### src/rtl/router_output_arbiter.sv
`default_nettype none
// +---------------------------------------------------------------------------+
// | router_output_arbiter                                                     |
// | Per-output-port scheduler. Polarity alternates fill/drain between 2 VCs.  |
// | Revision: 1.0                                                             |
// +---------------------------------------------------------------------------+
module router_output_arbiter #(
  parameter int DATA_WIDTH = 64,
  parameter int NUM_REQ    = 4
) (
  input  logic                          clk_i,
  input  logic                          rst_ni,
  input  logic                          polarity_i,
  input  logic [NUM_REQ-1:0]            req_i,
  input  logic [NUM_REQ*DATA_WIDTH-1:0] req_data_i,
  output logic [NUM_REQ-1:0]            gnt_o,
  output logic                          so_o,
  input  logic                          ro_i,
  output logic [DATA_WIDTH-1:0]         do_o
);

  localparam int PTR_W = 2;

  logic [1:0][DATA_WIDTH-1:0] buf_data_q, buf_data_d;
  logic [1:0]                 buf_full_q, buf_full_d;
  logic [1:0][PTR_W-1:0]      rr_ptr_q, rr_ptr_d;

  logic               fill_vc;
  logic               drain_vc;
  logic [NUM_REQ-1:0] elig;
  logic               found;
  logic [PTR_W-1:0]   win;
  logic [PTR_W-1:0]   idx;

  assign fill_vc  = ~polarity_i;
  assign drain_vc = polarity_i;

  always_comb begin
    elig = '0;
    for (int i = 0; i < NUM_REQ; i++) begin
      elig[i] = req_i[i] & (req_data_i[i*DATA_WIDTH + DATA_WIDTH - 1] == fill_vc);
    end
  end

  // Grants are suppressed while reset is held so gnt falls with so/do.
  always_comb begin
    found = 1'b0;
    win   = '0;
    idx   = '0;
    if (rst_ni && !buf_full_q[fill_vc]) begin
      for (int k = 0; k < NUM_REQ; k++) begin
        idx = rr_ptr_q[fill_vc] + PTR_W'(k);
        if (!found && elig[idx]) begin
          found = 1'b1;
          win   = idx;
        end
      end
    end
  end

  always_comb begin
    gnt_o = '0;
    if (found) begin
      gnt_o[win] = 1'b1;
    end
  end

  always_comb begin
    buf_data_d = buf_data_q;
    buf_full_d = buf_full_q;
    rr_ptr_d   = rr_ptr_q;
    if (found) begin
      buf_data_d[fill_vc] = req_data_i[win*DATA_WIDTH +: DATA_WIDTH];
      buf_full_d[fill_vc] = 1'b1;
      rr_ptr_d[fill_vc]   = win + 2'd1;
    end
    if (buf_full_q[drain_vc] && ro_i) begin
      buf_full_d[drain_vc] = 1'b0;
    end
  end

  always_ff @(posedge clk_i or negedge rst_ni) begin
    if (!rst_ni) begin
      buf_data_q <= '0;
      buf_full_q <= '0;
      rr_ptr_q   <= '0;
    end else begin
      buf_data_q <= buf_data_d;
      buf_full_q <= buf_full_d;
      rr_ptr_q   <= rr_ptr_d;
    end
  end

  // Drained entries keep their data, so do_o shows stale flits while so_o=0.
  assign so_o = buf_full_q[drain_vc];
  assign do_o = buf_data_q[drain_vc];

endmodule
`default_nettype wire

### config.mk
export PLATFORM = sky130hd
export DESIGN_NAME = router_output_arbiter
export DESIGN_NICKNAME = d
export VERILOG_FILES = /design/src/rtl/router_output_arbiter.sv
export SDC_FILE = /design/constraint.sdc
export NUM_CORES = 1
export LEC_CHECK = 0
export BUFFER_PORTS_ARGS = -buffer_cell sky130_fd_sc_hd__clkbuf_2
export CAP_MARGIN = 0
export CORE_AREA = 2 2 129 131
export CTS_BUF_LIST = sky130_fd_sc_hd__clkbuf_8
export CTS_CLUSTER_SIZE = 16
export DETAILED_ROUTE_END_ITERATION = 12
export DIE_AREA = 0 0 131 133
export GPL_TIMING_DRIVEN = 0
export PLACE_DENSITY = 0.82
export SETUP_SLACK_MARGIN = 0.02
export SLEW_MARGIN = 20
export SYNTH_ARGS = -nofsm -noshare
export SYNTH_HDL_FRONTEND = slang
export SYNTH_SLANG_ARGS = --single-unit
### constraint.sdc
create_clock -name clk_i -period 3.2 [get_ports clk_i]
set_input_delay 0.48 -clock clk_i [delete_from_list [all_inputs] [get_ports clk_i]]
set_output_delay 0.48 -clock clk_i [all_outputs]
set_load 0.005 [all_outputs]
==> reports/results.tsv, run 1 <==
stage	metric	value	unit
placement	I/O Buffers	331	
placement	post-DP HPWL	19090	um
final_layout	Final Non-Filler Cells	1311	
placement	placed cell areas	9814	um2
logic_synthesis	Post-synth ARST share	100.0	%
floorplanning	Core ar.	16170	um2
floorplanning	die footprint	17420	um2
detailed_routing	post-route ant nets	0	
clock_tree	Sink Count	134	
clock_tree	CTS tree	yes	
power	Logic pwr share	41.2	%
clock_tree	Inserted Clock Buffers	17	
timing	Max Slew Vio Count	0	
detailed_routing	Post-Route WL	25710	um
timing	Clock Skew	0.01070	ns
timing	Final Hold Fails	0	
final_layout	Finished Core Util	63.33	%
logic_synthesis	adder-cell area share of the yosys netlist	0.6379	%
setup_path	critical path type	flop to output pin	
power	clock power share	20.8	%
worst_hold_path	type of the tightest min-delay check	input pin to asynchronous set/reset pin	
clock_tree	hold buffers post-CTS	0	
clock_tree	clock transition at the registers of the reported paths	0.08	ns
floorplanning	die height	133	um
setup_path	type of origin of the critical path	flop	
power	Leak Pwr	5.186	nW
floorplanning	FP Rows	47	
logic_synthesis	Syn Nets	993	
setup_path	worst path bufs/invs	4	
detailed_routing	DR WL/cell	19.61	um
global_route	initial antenna violation count	0	
logic_synthesis	FF+latch count, synth	134	
setup_path	critical path cell sequence	nor2b_1, o21a_2, o21ai_0, nor3_2, buf_6, buf_6, inv_1, ha_1, and3_1, clkbuf_2	
final_layout	FF+latch area	3353	um2
detailed_routing	# DRC	0	
logic_synthesis	Synth Flop Type	dfrtp_1	
setup_path	worst path required time	2.72	ns
detailed_routing	Vias	7572	
final_layout	commonest non-fill, non-tap cell in the layout	clkbuf_2	
clock_tree	Clock Tree Root	clkbuf_8	
setup_path	CP dominant cell by count	buf_6	
timing	minimum clock period	2.996	ns
final_layout	Area Growth Syn to Fin	30.54	%
logic_synthesis	largest family of logic cells by synthesized area	multiplexers	
setup_path	worst-path fanout max	11	
clock_tree	Max H-tree Level	4	
placement	routability cong.	0.8700	
timing	setup total negative slack	0	ns
logic_synthesis	Synth Warn #	0	
placement	placed insts	1277	
final_layout	diode count	0	
setup_path	Setup crit end kind	output pin	
detailed_routing	vias per cell	5.776	
run	max_cap viols	0	
logic_synthesis	compound-cell area share of the yosys netlist	16.47	%
logic_synthesis	Syn Inst Count	725	
power	Net Sw Frac	35.65	%
timing	Fmax	333.8	MHz
final_layout	fillers	1331	
floorplanning	Initial Util	48.52	%
detailed_routing	drt pass-1 iters	5	
final_layout	share of cells above drive strength 1	43.54	%
power	power per cell area	687.3	nW/um2
power	Reg power frac	38.0	%
final_layout	Multi-input gate area	4115	um2
global_route	Congestion Overflow GR	0	
logic_synthesis	Distinct cells, synth	40	
clock_tree	maximum clock path buffer count	2	
final_layout	Nets	1346	
final_layout	commonest non-fill, non-tap cells in the layout	clkbuf_2 (330), nand2_1 (135), dfrtp_1 (134)	
logic_synthesis	simple logic cell fraction of the synthesized area	9.249	%
setup_path	crit path DAT	2.52	ns
logic_synthesis	syn_area_per_cell	10.82	um2
setup_path	critical path's top delay family	simple AND/OR/NAND/NOR gates	
timing	Max-slew headroom	57.99	%
timing	# setup viols final	0	
timing	Final Cycle Share	93.62	%
setup_path	Crit path largest cell delay	0.42	ns
floorplanning	die width	131	um
setup_path	Max stage delay cell, worst path	dfrtp_1	
global_route	first-pass GRT wire length	39870	um
detailed_routing	DR iter-0 viols	523	
timing	worst-margin pin slew	0.6302	ns
timing	RSZ-0062 raised after global routing	no	
power	Power Internal	4.530	mW
setup_path	Reg2Reg Setup Slack	0.60	ns
final_layout	final instance area	10240	um2
timing	hold_ws	0.005791	ns
logic_synthesis	Mapped Area	7846	um2
power	peak supply drop	325.0	uV
logic_synthesis	XOR/XNOR share of the synthesized area	0.2232	%
global_route	vias in the first global route	7641	
logic_synthesis	sequential area share after synthesis	42.74	%
global_route	total track usage	29.80	%
power	Sw Pwr	2.510	mW
floorplanning	I/O Pins	333	
clock_tree	Clk Latency, worst-skew pair	0.45	ns
logic_synthesis	Post-synth EDFFs	0	
logic_synthesis	post-synthesis mux area share	25.87	%
global_route	largest net degree at the start of global routing	81	
outcome	status	complete, no violations	
## per-stage QoR
stage / setup slack (ns) / power [mW]
after global routing: 0.02529 / 7.468
after global placement: -2.164 / 5.461
after CTS: 0.1291 / 7.050
after detailed placement: -0.04962 / 5.563
after floorplan: 0.6557 / 4.464
final: 0.2042 / 7.040
## worst paths after layout
path                             endpoint  cells past startpoint           start
setup / recovery                 gnt_o[2]                     10   buf_full_q[0]
hold / removal              buf_data_q[1]                      1          rst_ni
setup reg to reg            buf_data_q[9]                      9   buf_full_q[0]
hold reg to reg            buf_data_q[76]                      2  buf_data_q[76]
max in group asynchronous  buf_data_q[36]                      2          rst_ni
min in group clk_i          buf_full_q[0]                      2            ro_i
## routing by layer
metal  track usage [%]  share of wire, %
met3             5.257               6.8
met1             39.86                41
met5                 0                 0
met2             48.50                50
met4             10.70               2.3
## area by class of cell
cell class / count / share of cell area (%)
Tap cell: 220 / 2.688
Inverter: 6 / 0.2199
Clock buffer: 18 / 2.419
Buffer: 64 / 3.506
Multi-Input combinational cell: 521 / 40.18
Clock inverter: 14 / 1.564
Sequential cell: 134 / 32.74
Timing Repair Buffer: 334 / 16.69
## timing repair
item / 4_1_cts / 5_1_grt
endpoints found under the hold margin: 0 / 0
resized for setup: 1 / 1
setup buffers: 1 / 1
pin swaps: 0 / 1
endpoints found under the setup margin: 3 / 2
## registers in the layout, indices dropped and copies added, names as in the netlist
| signal | flops |
|---|---|
| buf_data_q | 128 |
| buf_full_q | 2 |
| rr_ptr_q | 4 |
## Yosys cell counts (5+ instances only)
| cell | number | area share, % |
|---|---|---|
| and2_1 | 5 | 0.40 |
| and3_1 | 6 | 0.48 |
| buf_2 | 20 | 1.3 |
| buf_4 | 9 | 0.86 |
| buf_6 | 6 | 0.86 |
| clkbuf_1 | 24 | 1.1 |
| dfrtp_1 | 134 | 43 |
| inv_1 | 6 | 0.29 |
| mux2_2 | 66 | 9.5 |
| mux2i_1 | 127 | 16 |
| nand2_1 | 135 | 6.5 |
| nand2b_1 | 6 | 0.48 |
| nand3_1 | 5 | 0.32 |
| o21ai_0 | 8 | 0.51 |
| o221ai_1 | 126 | 14 |
## power groups by stage
stage | clock, mW | combinational, mW | sequential (mW)
4_1_cts | 1.48 | 2.90 | 2.67
6_report | 1.47 | 2.90 | 2.68
2_1_floorplan | 0 | 1.87 | 2.59
3_3_place_gp | 0 | 2.81 | 2.65
3_5_place_dp | 0 | 2.87 | 2.69
5_1_grt | 1.55 | 3.17 | 2.75
## cells by family (layout without fill, tap and decap cells)
| group | Yosys count | count (layout) |
|---|---|---|
| muxes | 194 | 194 |
| buffers and inverters | 70 | 436 |
| AOI/OAI and AO/OA | 150 | 150 |
| and+or+nand+nor | 171 | 171 |
| DFF | 134 | 134 |
| adders and majority gates | 4 | 4 |
| xor gates and xnor gates | 2 | 2 |
Power figures use the tool's default switching activity.
==> inputs of run 2 (changes only) <==
--- a/config.mk
+++ b/config.mk
@@ -7,13 +7,13 @@
 export LEC_CHECK = 0
 export BUFFER_PORTS_ARGS = -buffer_cell sky130_fd_sc_hd__clkbuf_2
 export CAP_MARGIN = 0
-export CORE_AREA = 2 2 129 131
+export CORE_AREA = 2 2 128 130
 export CTS_BUF_LIST = sky130_fd_sc_hd__clkbuf_8
 export CTS_CLUSTER_SIZE = 16
 export DETAILED_ROUTE_END_ITERATION = 12
-export DIE_AREA = 0 0 131 133
+export DIE_AREA = 0 0 130 132
 export GPL_TIMING_DRIVEN = 0
-export PLACE_DENSITY = 0.82
+export PLACE_DENSITY = 0.83
 export SETUP_SLACK_MARGIN = 0.02
 export SLEW_MARGIN = 20
 export SYNTH_ARGS = -nofsm -noshare
==> constraint.sdc (replaced) <==
create_clock -name clk_i -period 3.8 [get_ports clk_i]
set_input_delay 0.57 -clock clk_i [delete_from_list [all_inputs] [get_ports clk_i]]
set_output_delay 0.57 -clock clk_i [all_outputs]
set_load 0.005 [all_outputs]
==> run 2 against run 1 <==
Power shrank 15%. Register-to-register slack gained 0.62 ns. Flip-flop and latch count is the same. Combinational power shrank 16%. Cell count shrank 0.38%. Via count grew 1.2%. Utilization grew 1.9 points. Largest cell class unchanged.
==> reports/results.tsv, run 2 (synthesis results as in run 1) <==
stage	metric	value	unit
outcome	status	complete, no violations	
detailed_routing	vias per cell	5.867	
final_layout	max reg flops	128	
run	max_cap viols	0	
floorplanning	Core ar.	15710	um2
final_layout	commonest non-fill, non-tap cells in the layout	clkbuf_2 (330), nand2_1 (135), dfrtp_1 (134)	
timing	Max-slew headroom	58.43	%
final_layout	Final Non-Filler Cells	1306	
final_layout	Most flops, register	buf_data_q	
placement	routability cong.	0.9042	
clock_tree	maximum clock path buffer count	2	
final_layout	Nets	1345	
setup_path	worst-path fanout max	52	
clock_tree	setup bufs post-CTS	0	
setup_path	type of origin of the critical path	input pin	
floorplanning	die height	132	um
global_route	global-route met1 utilization	38.64	%
clock_tree	Max H-tree Level	4	
detailed_routing	Vias	7662	
timing	Final Hold Fails	0	
final_layout	Area Growth Syn to Fin	30.68	%
placement	I/O Buffers	331	
timing	RSZ-0062 raised after global routing	no	
global_route	first-pass GRT wire length	39910	um
clock_tree	Sink Count	134	
placement	post-DP HPWL	19090	um
timing	Clock Skew	0.009859	ns
timing	Max Slew Vio Count	0	
final_layout	biggest regs	buf_data_q: 128 flops, rr_ptr_q: 4 flops, buf_full_q: 2 flops	
detailed_routing	# DRC	0	
setup_path	Setup crit end kind	output pin	
floorplanning	die width	130	um
placement	placed insts	1273	
clock_tree	Clock Tree Root	clkbuf_8	
global_route	initial antenna violation count	1	
setup_path	worst path required time	3.23	ns
detailed_routing	DR iter-0 viols	675	
placement	placed cell areas	9809	um2
clock_tree	Clk Latency, worst-skew pair	0.45	ns
detailed_routing	post-route ant nets	0	
timing	worst-margin pin slew	0.6236	ns
final_layout	final instance area	10250	um2
global_route	vias in the first global route	7743	
timing	hold_ws	0.05522	ns
floorplanning	Initial Util	49.94	%
worst_hold_path	type of the tightest min-delay check	input pin to asynchronous set/reset pin	
final_layout	Finished Core Util	65.26	%
final_layout	commonest non-fill, non-tap cell in the layout	clkbuf_2	
setup_path	critical path cell sequence	clkbuf_8, buf_16, o21a_2, o21ai_0, nor3_2, buf_4, buf_6, inv_1, ha_1, and3_1, clkbuf_2	
setup_path	critical path type	input pin to output pin	
floorplanning	die footprint	17160	um2
global_route	largest net degree at the start of global routing	91	
setup_path	Crit path largest cell delay	0.37	ns
global_route	Congestion Overflow GR	0	
timing	minimum clock period	3.486	ns
clock_tree	CTS tree	yes	
setup_path	crit path DAT	2.92	ns
floorplanning	FP Rows	46	
floorplanning	I/O Pins	333	
global_route	GR Util met2	48.66	%
global_route	grt peak-use layer	met2	
final_layout	share of cells above drive strength 1	43.39	%
global_route	GR Util met3	7.143	%
final_layout	diode count	0	
power	peak supply drop	367.1	uV
clock_tree	hold buffers post-CTS	0	
clock_tree	clock transition at the registers of the reported paths	0.07	ns
timing	Fmax	286.9	MHz
timing	# setup viols final	0	
setup_path	Max stage delay cell, worst path	clkbuf_8	
detailed_routing	drt pass-1 iters	6	
detailed_routing	DR WL/cell	19.65	um
clock_tree	Inserted Clock Buffers	17	
timing	Final Cycle Share	91.74	%
detailed_routing	Post-Route WL	25660	um
power	Leak Pwr	5.211	nW
power	power per cell area	581.2	nW/um2
clock_tree	post-CTS sizing	0	
global_route	total track usage	30.02	%
[run 2: worst paths after layout]
path / from / to / slack [ns] / cells after the start
hold reg to reg: buf_data_q[8] / buf_data_q[8] / 0.48 / 2
setup / recovery: rst_ni / gnt_o[2] / 0.31 / 11
hold / removal: rst_ni / buf_data_q[67] / 0.06 / 1
max in group asynchronous: rst_ni / buf_data_q[68] / 3.10 / 2
min in group clk_i: ro_i / buf_full_q[0] / 0.33 / 2
setup reg to reg: rr_ptr_q[3] / buf_data_q[109] / 1.22 / 8
[run 2: where the power goes]
part           switching (mW)  internal [mW]
registers               0.294           1.97
logic                    1.25           1.19
clock network           0.552          0.708
[run 2: cell type report]
class,instances,area (um2)
Multi-Input combinational cell,521,4115
Timing Repair Buffer,333,1718
Inverter,6,22.52
Clock buffer,21,289.0
Buffer,64,355.3
Tap cell,216,270.3
Fill cell,1237,5459
Clock inverter,11,130.1
Sequential cell,134,3353
[run 2: critical path: cells and delay by family]
family                     cells  cell delay [ns]
and+or+nand+nor                2             0.38
AOI/OAI and AO/OA              2             0.35
adders and majority gates      1             0.18
buffers and inverters          6             1.38
[run 2: layer usage]
layer	up-vias	part of all wire [%]
met1	3684	40
li1	3485	-
met5	-	0.047
met2	426	49
met3	65	8.1
met4	2	3.2
[run 2: metrics by stage]
stage	power, mW	TNS, ns	setup slack [ns]
5_1_grt	6.320	0	0.08108
3_3_place_gp	4.596	-164.27	-1.715
2_1_floorplan	3.759	0	1.076
4_1_cts	5.955	0	0.1018
3_5_place_dp	4.691	0	0.1152
6_report	5.960	0	0.3139
==> inputs of run 3 (changes only) <==
--- a/config.mk
+++ b/config.mk
@@ -7,13 +7,11 @@
 export LEC_CHECK = 0
 export BUFFER_PORTS_ARGS = -buffer_cell sky130_fd_sc_hd__clkbuf_2
 export CAP_MARGIN = 0
-export CORE_AREA = 2 2 128 130
+export CORE_UTILIZATION = 30
 export CTS_BUF_LIST = sky130_fd_sc_hd__clkbuf_8
 export CTS_CLUSTER_SIZE = 16
 export DETAILED_ROUTE_END_ITERATION = 12
-export DIE_AREA = 0 0 130 132
 export GPL_TIMING_DRIVEN = 0
-export PLACE_DENSITY = 0.83
 export SETUP_SLACK_MARGIN = 0.02
 export SLEW_MARGIN = 20
 export SYNTH_ARGS = -nofsm -noshare
==> run 3 against run 2 <==
Hold slack got worse by 0.038 ns. Combinational power about the same. Setup slack improved by 0.037 ns. Critical path depth unchanged. Clock power about the same. Sequential share of layout area decreased by 0.55 points. Die area increased by 56%. Power increased by 0.15%. Largest power group unchanged. Largest cell class unchanged. Via count decreased by 2.6%. Flip-flop and latch count unchanged. Count of clock-buffer cells in the layout decreased by 1.
==> reports/results.tsv, run 3 (synthesis results as in run 1) <==
stage	metric	value	unit
setup_path	type of origin of the critical path	input pin	
placement	post-DP HPWL	20530	um
global_route	first-pass GRT wire length	41780	um
floorplanning	I/O Pins	333	
clock_tree	clock transition at the registers of the reported paths	0.09	ns
placement	DP Worst Slack	-0.05998	ns
floorplanning	die height	163.7	um
timing	Max-slew headroom	52.37	%
global_route	Congestion Overflow GR	0	
final_layout	Nets	1346	
floorplanning	die width	163.7	um
placement	I/O Buffers	331	
timing	worst-margin pin slew	0.7125	ns
setup_path	critical path type	input pin to output pin	
final_layout	Final Non-Filler Cells	1422	
timing	hold_ws	0.01714	ns
placement	routability cong.	0.8225	
setup_path	crit path DAT	2.88	ns
setup_path	Crit path largest cell delay	0.37	ns
clock_tree	Clock Tree Root	clkbuf_8	
detailed_routing	# DRC	0	
global_route	total track usage	20.55	%
global_route	initial antenna violation count	1	
timing	Fmax	290.0	MHz
power	Leak Pwr	5.216	nW
timing	Worst Slack Setup Final	0.3512	ns
timing	minimum clock period	3.449	ns
placement	placed insts	1387	
setup_path	worst-path fanout max	66	
final_layout	Area Growth Syn to Fin	32.90	%
global_route	largest net degree at the start of global routing	76	
floorplanning	Core ar.	25400	um2
detailed_routing	drt pass-1 iters	6	
final_layout	biggest regs	buf_data_q: 128 flops, rr_ptr_q: 4 flops, buf_full_q: 2 flops	
clock_tree	CTS tree	yes	
clock_tree	Max H-tree Level	4	
clock_tree	Sink Count	134	
floorplanning	FP Rows	58	
run	max_cap viols	0	
detailed_routing	post-route ant nets	0	
global_route	vias in the first global route	7369	
clock_tree	Clk Latency, worst-skew pair	0.45	ns
detailed_routing	DR WL/cell	19.23	um
setup_path	worst path required time	3.23	ns
timing	# setup viols final	0	
timing	Clock Skew	0.01262	ns
timing	Final Hold Fails	0	
timing	Max Slew Vio Count	0	
detailed_routing	Vias	7463	
outcome	status	complete, no violations	
timing	RSZ-0062 raised after global routing	no	
detailed_routing	Post-Route WL	27340	um
floorplanning	Initial Util	30.89	%
final_layout	commonest non-fill, non-tap cells in the layout	clkbuf_2 (330), nand2_1 (135), dfrtp_1 (134)	
clock_tree	maximum clock path buffer count	2	
detailed_routing	DR iter-0 viols	468	
power	power per cell area	572.4	nW/um2
final_layout	fillers	2550	
clock_tree	Inserted Clock Buffers	17	
final_layout	max reg flops	128	
floorplanning	die footprint	26800	um2
setup_path	critical path cell sequence	clkbuf_16, buf_16, o21a_2, o21ai_0, nor3_2, buf_4, buf_6, inv_1, ha_1, and3_1, clkbuf_2	
final_layout	Most flops, register	buf_data_q	
timing	Final Cycle Share	90.76	%
final_layout	commonest non-fill, non-tap cell in the layout	clkbuf_2	
worst_hold_path	type of the tightest min-delay check	input pin to asynchronous set/reset pin	
clock_tree	setup bufs post-CTS	0	
setup_path	Max stage delay cell, worst path	buf_4	
final_layout	share of cells above drive strength 1	43.45	%
final_layout	Finished Core Util	41.05	%
detailed_routing	vias per cell	5.248	
power	peak supply drop	232.3	uV
setup_path	Setup crit end kind	output pin	
==> run 3: cell types whose count changed in the layout (fill, tap and decap cells not counted) <==
| cell | change |
|---|---|
| clkbuf_8 | -2 |
| clkbuf_16 | +1 |
| diode_2 | +1 |
| clkinv_2 | -2 |
| dlygate4sd3_1 | +1 |
| inv_6 | +1 |
| clkinv_4 | +3 |
| inv_1 | -1 |
==> run 3: through the flow <==
step | setup TNS [ns] | power, mW | instance area [um2]
finish | 0 | 5.969 | 10430
detailed placement | -0.1120 | 4.720 | 9952
global placement | -232.30 | 4.665 | 9916
global route | 0 | 6.382 | 10430
CTS | 0 | 6.026 | 10390
floorplan | 0 | 3.759 | 7846
==> run 3: worst max-delay path: cells and delay by family <==
family / cells / cell delay (ns)
buffers and inverters: 6 / 1.31
AND/OR/NAND/NOR: 2 / 0.39
AO/OA/AOI/OAI: 2 / 0.37
adder cells (fa/ha/maj): 1 / 0.17
==> run 3: final cells by class <==
type / instances / area [um2] / share of cell area (%)
repair buffers: 334 / 1739 / 16.68
clock inverters: 12 / 151.4 / 1.452
flip-flops and latches: 134 / 3353 / 32.16
well taps: 330 / 412.9 / 3.960
multi-input cells: 521 / 4115 / 39.46
diodes: 1 / 2.502 / 0.02400
plain buffers: 64 / 355.3 / 3.408
inverters: 6 / 22.52 / 0.2160
clock buffers: 20 / 275.3 / 2.640
==> run 3: per-layer routing <==
layer / part of all wire (%) / wire length [um] / up-vias / track usage, %
li1: - / - / 3489 / -
met2: 49 / 13270 / 310 / 34.23
met5: 0 / 0 / - / 0
met3: 5.9 / 1602 / 36 / 3.737
met4: 1.9 / 523 / 0 / 5.892
met1: 44 / 11950 / 3628 / 27.14
==> run 3: final timing paths <==
check                           slack [ns]  cells after the start             from              end
worst min register to register        0.48                      1  buf_data_q[127]  buf_data_q[127]
max in group asynchronous             2.96                      2           rst_ni    buf_data_q[4]
worst max-delay path                  0.35                     11           rst_ni         gnt_o[2]
worst max register to register        1.27                      8      rr_ptr_q[3]  buf_data_q[109]
worst min-delay path                  0.02                      1           rst_ni   buf_data_q[65]
min in group clk_i                    0.32                      2             ro_i    buf_full_q[1]
==> run 3: what timing repair did <==
item                                   in CTS  in global routing
endpoints found under the hold margin       0                  2
cloned                                      0                  1
setup endpoints to repair                   2                  2
resized for setup                           1                  0
hold buffers                                0                  1
pin swaps                                   0                  0
==> run 3: power breakdown <==
group	switching [mW]	total (mW)	leakage, nW	internal (mW)
Sequential	0.286	2.25	1.74	1.96
Clock	0.588	1.29	0.220	0.701
Combinational	1.24	2.43	3.26	1.19
Total	2.11	5.97	5.22	3.85
